<file path="config.mk">
export PLATFORM = sky130hd
export DESIGN_NAME = clk_div_sched_flat
export DESIGN_NICKNAME = d
export VERILOG_FILES = /design/src/rtl/clk_div_sched_if.sv /design/src/rtl/clk_div_sched.sv /design/src/flat_wrapper.sv
export SDC_FILE = /design/constraint.sdc
export NUM_CORES = 1
export LEC_CHECK = 0
export CAP_MARGIN = 0
export CORE_ASPECT_RATIO = 1.4
export CORE_MARGIN = 4
export CORE_UTILIZATION = 65
export CTS_CLUSTER_DIAMETER = 100
export DETAILED_ROUTE_END_ITERATION = 12
export DONT_BUFFER_PORTS = 1
export GPL_TIMING_DRIVEN = 0
export HOLD_SLACK_MARGIN = 0.12
export MAX_ROUTING_LAYER = met4
export PLACE_DENSITY = 0.85
export SLEW_MARGIN = 25
export SYNTH_ARGS = -nofsm -noshare
export SYNTH_HDL_FRONTEND = slang
export SYNTH_SLANG_ARGS = --single-unit
</file>
<file path="constraint.sdc">
create_clock -name clk -period 8.6 [get_ports clk]
set_input_delay 1.72 -clock clk [delete_from_list [all_inputs] [get_ports clk]]
set_output_delay 1.72 -clock clk [all_outputs]
set_load 0.02 [all_outputs]
</file>
<file path="src/rtl/clk_div_sched_if.sv">
// Configuration / control / status bundle for clk_div_sched.
//   master : command front end (offers config, start/stop, observes status)
//   slave  : clk_div_sched itself
// Signals: cfg_valid/cfg_ready/cfg_div/cfg_burst/cfg_err config handshake,
//          start/stop run control, busy/clk_div_out/cnt_out/period_done/
//          run_done divider status.
interface clk_div_sched_if #(
  parameter int CNT_W   = 32,
  parameter int BURST_W = 16
);
  logic               cfg_valid;
  logic               cfg_ready;
  logic [CNT_W-1:0]   cfg_div;
  logic [BURST_W-1:0] cfg_burst;
  logic               cfg_err;
  logic               start;
  logic               stop;
  logic               busy;
  logic               clk_div_out;
  logic [CNT_W-1:0]   cnt_out;
  logic               period_done;
  logic               run_done;

  modport master (
    output cfg_valid, cfg_div, cfg_burst, start, stop,
    input  cfg_ready, cfg_err, busy, clk_div_out, cnt_out, period_done, run_done
  );

  modport slave (
    input  cfg_valid, cfg_div, cfg_burst, start, stop,
    output cfg_ready, cfg_err, busy, clk_div_out, cnt_out, period_done, run_done
  );
endinterface

</file>
<file path="src/rtl/clk_div_sched.sv">
// Run-time controller for the programmable clock divider.
// Holds the active divide ratio plus a one-deep shadow config, and runs the
// divide counter continuously (burst=0) or for a fixed number of periods.
// Ratio changes take effect only at a period boundary so clk_div_out never
// produces a runt pulse.
// Ports:
//   clk        system clock
//   phase_rst  asynchronous active-high reset
//   bus        clk_div_sched_if.slave (config handshake, run control, status)
module clk_div_sched #(
  parameter int CNT_W       = 32,
  parameter int DEFAULT_DIV = 1000,
  parameter int BURST_W     = 16
) (
  input logic            clk,
  input logic            phase_rst,
  clk_div_sched_if.slave bus
);

  typedef enum logic [1:0] {IDLE, RUN, DRAIN} state_t;

  localparam logic [CNT_W-1:0] DEF_DIV = CNT_W'(DEFAULT_DIV);

  state_t             state, state_nxt;
  logic [CNT_W-1:0]   cnt, cnt_nxt;
  logic [CNT_W-1:0]   div_act, div_nxt;
  logic [BURST_W-1:0] burst_act, burst_nxt;
  logic [BURST_W-1:0] run_burst, run_burst_nxt;
  logic [CNT_W-1:0]   sh_div, sh_div_nxt;
  logic [BURST_W-1:0] sh_burst, sh_burst_nxt;
  logic               sh_full, sh_full_nxt;
  logic [BURST_W-1:0] pcnt, pcnt_nxt, pcnt_inc;
  logic               clk_q, clk_nxt;
  logic               pd_q, pd_nxt;
  logic               rd_q, rd_nxt;
  logic               err_q, err_nxt;
  logic               xfer, boundary;
  logic [CNT_W-1:0]   div_m1_nxt;

  assign xfer     = bus.cfg_valid && !sh_full;
  assign boundary = (cnt == div_act - 1'b1);

  always_ff @(posedge clk or posedge phase_rst) begin
    if (phase_rst) begin
      state     <= IDLE;
      cnt       <= '0;
      div_act   <= DEF_DIV;
      burst_act <= '0;
      run_burst <= '0;
      sh_div    <= '0;
      sh_burst  <= '0;
      sh_full   <= 1'b0;
      pcnt      <= '0;
      clk_q     <= 1'b1;
      pd_q      <= 1'b0;
      rd_q      <= 1'b0;
      err_q     <= 1'b0;
    end else begin
      state     <= state_nxt;
      cnt       <= cnt_nxt;
      div_act   <= div_nxt;
      burst_act <= burst_nxt;
      run_burst <= run_burst_nxt;
      sh_div    <= sh_div_nxt;
      sh_burst  <= sh_burst_nxt;
      sh_full   <= sh_full_nxt;
      pcnt      <= pcnt_nxt;
      clk_q     <= clk_nxt;
      pd_q      <= pd_nxt;
      rd_q      <= rd_nxt;
      err_q     <= err_nxt;
    end
  end

  always_comb begin
    state_nxt     = state;
    cnt_nxt       = cnt;
    div_nxt       = div_act;
    burst_nxt     = burst_act;
    run_burst_nxt = run_burst;
    sh_div_nxt    = sh_div;
    sh_burst_nxt  = sh_burst;
    sh_full_nxt   = sh_full;
    pcnt_nxt      = pcnt;
    pcnt_inc      = pcnt + 1'b1;
    err_nxt       = 1'b0;

    case (state)
      IDLE: begin
        cnt_nxt = '0;
        // A shadow written on the very edge we fell into IDLE is applied here.
        if (sh_full) begin
          div_nxt     = sh_div;
          burst_nxt   = sh_burst;
          sh_full_nxt = 1'b0;
        end
        if (bus.start) begin
          state_nxt     = RUN;
          run_burst_nxt = sh_full ? sh_burst : burst_act;
          pcnt_nxt      = '0;
        end
      end
      RUN, DRAIN: begin
        if (boundary) begin
          cnt_nxt  = '0;
          pcnt_nxt = pcnt_inc;
          if (sh_full) begin
            div_nxt     = sh_div;
            burst_nxt   = sh_burst;
            sh_full_nxt = 1'b0;
          end
          // stop seen exactly at a boundary ends the run right here.
          if (state == DRAIN || bus.stop ||
              (run_burst != '0 && pcnt_inc == run_burst))
            state_nxt = IDLE;
        end else begin
          cnt_nxt = cnt + 1'b1;
          if (state == RUN && bus.stop) state_nxt = DRAIN;
        end
      end
      default: state_nxt = IDLE;
    endcase

    // cfg_ready is !sh_full, so a transfer never collides with a shadow copy.
    if (xfer) begin
      if (bus.cfg_div < CNT_W'(2)) begin
        err_nxt = 1'b1;
      end else if (state == IDLE) begin
        div_nxt   = bus.cfg_div;
        burst_nxt = bus.cfg_burst;
      end else begin
        sh_div_nxt   = bus.cfg_div;
        sh_burst_nxt = bus.cfg_burst;
        sh_full_nxt  = 1'b1;
      end
    end

    // Waveform/status are computed from next-state values so the registered
    // outputs line up with cnt_out, including across a ratio change.
    div_m1_nxt = div_nxt - 1'b1;
    clk_nxt    = (state_nxt == IDLE) || (cnt_nxt <= (div_m1_nxt >> 1));
    pd_nxt     = (state_nxt != IDLE) && (cnt_nxt == div_m1_nxt);
    rd_nxt     = (state != IDLE) && (state_nxt == IDLE);
  end

  assign bus.cfg_ready   = !sh_full;
  assign bus.cfg_err     = err_q;
  assign bus.busy        = (state != IDLE);
  assign bus.clk_div_out = clk_q;
  assign bus.cnt_out     = cnt;
  assign bus.period_done = pd_q;
  assign bus.run_done    = rd_q;

endmodule

</file>
<file path="src/flat_wrapper.sv">
// flat-port wrapper written by rule: the top's interface ports become plain ports
module clk_div_sched_flat 
#(
  parameter int CNT_W       = 32,
  parameter int DEFAULT_DIV = 1000,
  parameter int BURST_W     = 16
)
  (clk, phase_rst, bus_cfg_valid, bus_cfg_div, bus_cfg_burst, bus_start, bus_stop, bus_cfg_ready, bus_cfg_err, bus_busy, bus_clk_div_out, bus_cnt_out, bus_period_done, bus_run_done);
  clk_div_sched_if #(.CNT_W(CNT_W), .BURST_W(BURST_W)) bus_i ();
  input logic clk;
  input logic phase_rst;
  input wire logic [$bits(bus_i.cfg_valid)-1:0] bus_cfg_valid;
  input wire logic [$bits(bus_i.cfg_div)-1:0] bus_cfg_div;
  input wire logic [$bits(bus_i.cfg_burst)-1:0] bus_cfg_burst;
  input wire logic [$bits(bus_i.start)-1:0] bus_start;
  input wire logic [$bits(bus_i.stop)-1:0] bus_stop;
  output wire logic [$bits(bus_i.cfg_ready)-1:0] bus_cfg_ready;
  output wire logic [$bits(bus_i.cfg_err)-1:0] bus_cfg_err;
  output wire logic [$bits(bus_i.busy)-1:0] bus_busy;
  output wire logic [$bits(bus_i.clk_div_out)-1:0] bus_clk_div_out;
  output wire logic [$bits(bus_i.cnt_out)-1:0] bus_cnt_out;
  output wire logic [$bits(bus_i.period_done)-1:0] bus_period_done;
  output wire logic [$bits(bus_i.run_done)-1:0] bus_run_done;
  assign bus_i.cfg_valid = bus_cfg_valid;
  assign bus_i.cfg_div = bus_cfg_div;
  assign bus_i.cfg_burst = bus_cfg_burst;
  assign bus_i.start = bus_start;
  assign bus_i.stop = bus_stop;
  assign bus_cfg_ready = bus_i.cfg_ready;
  assign bus_cfg_err = bus_i.cfg_err;
  assign bus_busy = bus_i.busy;
  assign bus_clk_div_out = bus_i.clk_div_out;
  assign bus_cnt_out = bus_i.cnt_out;
  assign bus_period_done = bus_i.period_done;
  assign bus_run_done = bus_i.run_done;
  clk_div_sched #(.CNT_W(CNT_W), .DEFAULT_DIV(DEFAULT_DIV), .BURST_W(BURST_W)) u_core (.clk(clk), .phase_rst(phase_rst), .bus(bus_i));
endmodule
</file>
==> results.md <==
- Synth Instances: 1389
- WL final: 41800 um
- Total CTS buffers: 17
- Delay of the slowest critical-path stage: 0.64 ns
- CTS clock-pin slew for the worst setup and hold paths: 0.08 ns
- Initial drt markers: 1245
- Net Sw Frac: 0.472
- Gpl congestion: 1.06
- Cell Pwr Density: 343 mW/mm^2
- Routed length per instance: 25.0 um
- Overall Global Routing Usage: 0.394
- Synth Register Bits: 167
- Inst Count DP: 1634
- Status: finished clean
- Int Pwr: 2440 uW
- MaxCap Viol Count: 0
- Met2 usage: 0.679
- Register area: 0.00419 mm^2
- Total Power: 4630 uW
- CP Max Fanout: 10
- Delay-heaviest family, CP: simple AND/OR/NAND/NOR gates
- EDFF count, synth: 0
- RSZ-0062 raised after global routing: false
- CP Class: reg -> reg
- Ys flop type: dfrtp_1
- Chip width: 125 um
- Max Freq: 120 MHz
- Sequential share of the synthesized area: 0.337
- Mapped Nets: 1481
- Count leader, synth: nor2_1
- Max Slew Vio Count: 0
- Fraction of layout cells with a size suffix above 1: 0.106
- Critical path data required time: 8.97 ns
- Setup TNS: 0 ns
- Nets: 1503
- Clock Path Buffers: 2
- Critical Path AT: 8.70 ns
- Routed Antenna Nets: 0
- Post-synthesis cell area: 0.0124 mm^2
- CTS tree: built
- Vias in the first global route: 11300
- N_diodes: 0
- Rel. slew slack: 0.317
- DR vias/cell: 7.07
- Clock network power share: 0.176
- Sink Count: 167
- Syn Area/Cell: 8.93 um^2
- 1st-pass router iterations: 6
- I/O Buffers: 0
- Commonest cells in the netlist: 165 x nor2_1, 160 x dfrtp_1, 87 x nand2_1
- # setup viols final: 0
- Die Ht: 171 um
- Leakage: 0.00578 uW
- Vias: 11800
- Multi-input gate area: 0.00781 mm^2
- Min Clock Period, post-route: 8.32 ns
- Post-cts hold buffer count: 0
- Largest net degree at the start of global routing: 99
- Top-level I/O count: 91
- First-pass GRT wire length: 63400 um
- Period utilisation layout: 0.968
- Clk_skew: 0.0105 ns
- CP endpoint kind: flip-flop
- Max H-tree Level: 4
- CTS Root Cell: clkbuf_16
- Util after Layout: 0.722
- Async SR Flop Fraction: 1.00
- Element type at the critical path start: flip-flop
- Met1 GRT Util: 0.417
- Worst-Skew Late Latency: 0.45 ns
- Die area: 0.0214 mm^2
- Post-DP HPWL: 31800 um
- Fin cells: 1668
- Row count: 59
- Area Overhead vs Synth: 8.70%
- Fill cell count: 1453
- Busiest grt layer: met2
- Gr ovfl total: 0
- Hold Worst Slack: 0.513 ns
- Synth area leaders: dfrtp_1 32%, xnor2_1 5.2%, nor2_1 5.0%
- Drt drc: 0
- Worst hold path type: reg -> reg
- Post-synth top area cell: dfrtp_1
- Hold Vio Cnt, Final: 0
- Starting density of the core: 0.665
- Grt met3 use: 0.0711
- Synth top area share: 0.323
- CP Buf/Inv Count: 6
- VDD IR max: 266 uV
- Initial antenna violation count: 0
- Core Footprint: 0.0187 mm^2
- Warnings, synthesis: 0
- Psw: 2190 uW
- CP max stage cell: nor4_2
- Combinational power share: 0.539
- Sequential power share: 0.284
- Worst slew pin tran: 1.02 ns
- Post-synth cell types: 90
-- layout make-up --
type / count / share of cell area
flip-flops and latches: 167 / 0.310
multi-input cells: 1101 / 0.579
clock buffers: 17 / 0.0315
inverters: 35 / 0.0103
plain buffers: 86 / 0.0274
repair buffers: 3 / 0.00315
clock inverters: 15 / 0.0159
well taps: 244 / 0.0226
-- power by group through the flow --
stage	Sequential (uW)	Clock (uW)	Combinational, uW
4_1_cts	1300	817	2420
3_3_place_gp	1290	0	2350
6_report	1320	817	2500
2_1_floorplan	1230	0	1780
3_5_place_dp	1310	0	2400
5_1_grt	1330	851	2690
-- sequential cells by signal, indices dropped and copies added (netlist names) --
register / flops
u_core.burst_act: 16
u_core.bus.cfg_err: 1
u_core.bus.clk_div_out: 1
u_core.bus.cnt_out: 32
u_core.bus.period_done: 1
u_core.bus.run_done: 1
u_core.div_act: 32
u_core.pcnt: 16
u_core.run_burst: 16
u_core.sh_burst: 16
u_core.sh_div: 32
u_core.sh_full: 1
u_core.state: 2
-- final timing paths --
path                       depth (start not counted)         startpoint                      to  slack (ns)
setup / recovery                                  27  u_core.div_act[3]  u_core.bus.clk_div_out        0.28
hold reg to reg                                    1  u_core.sh_div[15]       u_core.sh_div[15]        0.51
min in group asynchronous                          1          phase_rst     u_core.burst_act[2]        1.17
max in group asynchronous                          2          phase_rst       u_core.div_act[8]        6.53
hold / removal                                     1  u_core.sh_div[15]       u_core.sh_div[15]        0.51
setup reg to reg                                  27  u_core.div_act[3]  u_core.bus.clk_div_out        0.28
-- layout by cell type (no fill, tap or decap), types with 16 or more instances in the layout --
cell type and instances:
nor2b_1 16, mux2i_1 24, xor2_1 56, inv_1 31, nor2_1 165, or4_1 19, o21ai_0 52, dfrtp_1 160
nand3_1 37, xnor2_1 73, nand4_1 25, nor4_1 29, clkbuf_1 65, or3_1 24, mux2_2 52, nand2_1 87
clkbuf_16 17, a221oi_1 32, a211oi_1 16, nor3_1 44, a21oi_1 56, ha_1 39, and3_1 21, a22o_1 17
-- timing repair --
action                                  CTS  global route
buffers inserted                          0             2
gates resized for setup                   2             9
endpoints found under the setup margin    1             1
pin swaps                                 0             1
-- layer usage --
layer | up-vias | routed length [um] | share of wire
met4 | 0 | 3090 | 0.074
met5 | - | 0 | 0
met3 | 197 | 3480 | 0.083
met1 | 5725 | 14300 | 0.34
met2 | 683 | 20900 | 0.50
li1 | 5194 | - | -
-- logic make-up after synthesis --
logic type,after synthesis,synth area share
simple gates,535,0.224
xor+xnor,139,0.110
mux,76,0.0665
compound gates,312,0.183
flops,167,0.337
fa+ha+maj,39,0.0393
buf+inv,121,0.0402
-- per-stage QoR --
stage               area, um^2  setup slack [ns]
finish                   13500             0.278
global route             13500            0.0952
CTS                      13400            0.0103
detailed placement       12800            -0.520
global placement         12700            -0.537
floorplan                12400              1.40
Note: power is estimated with default switching activity, not from simulation.
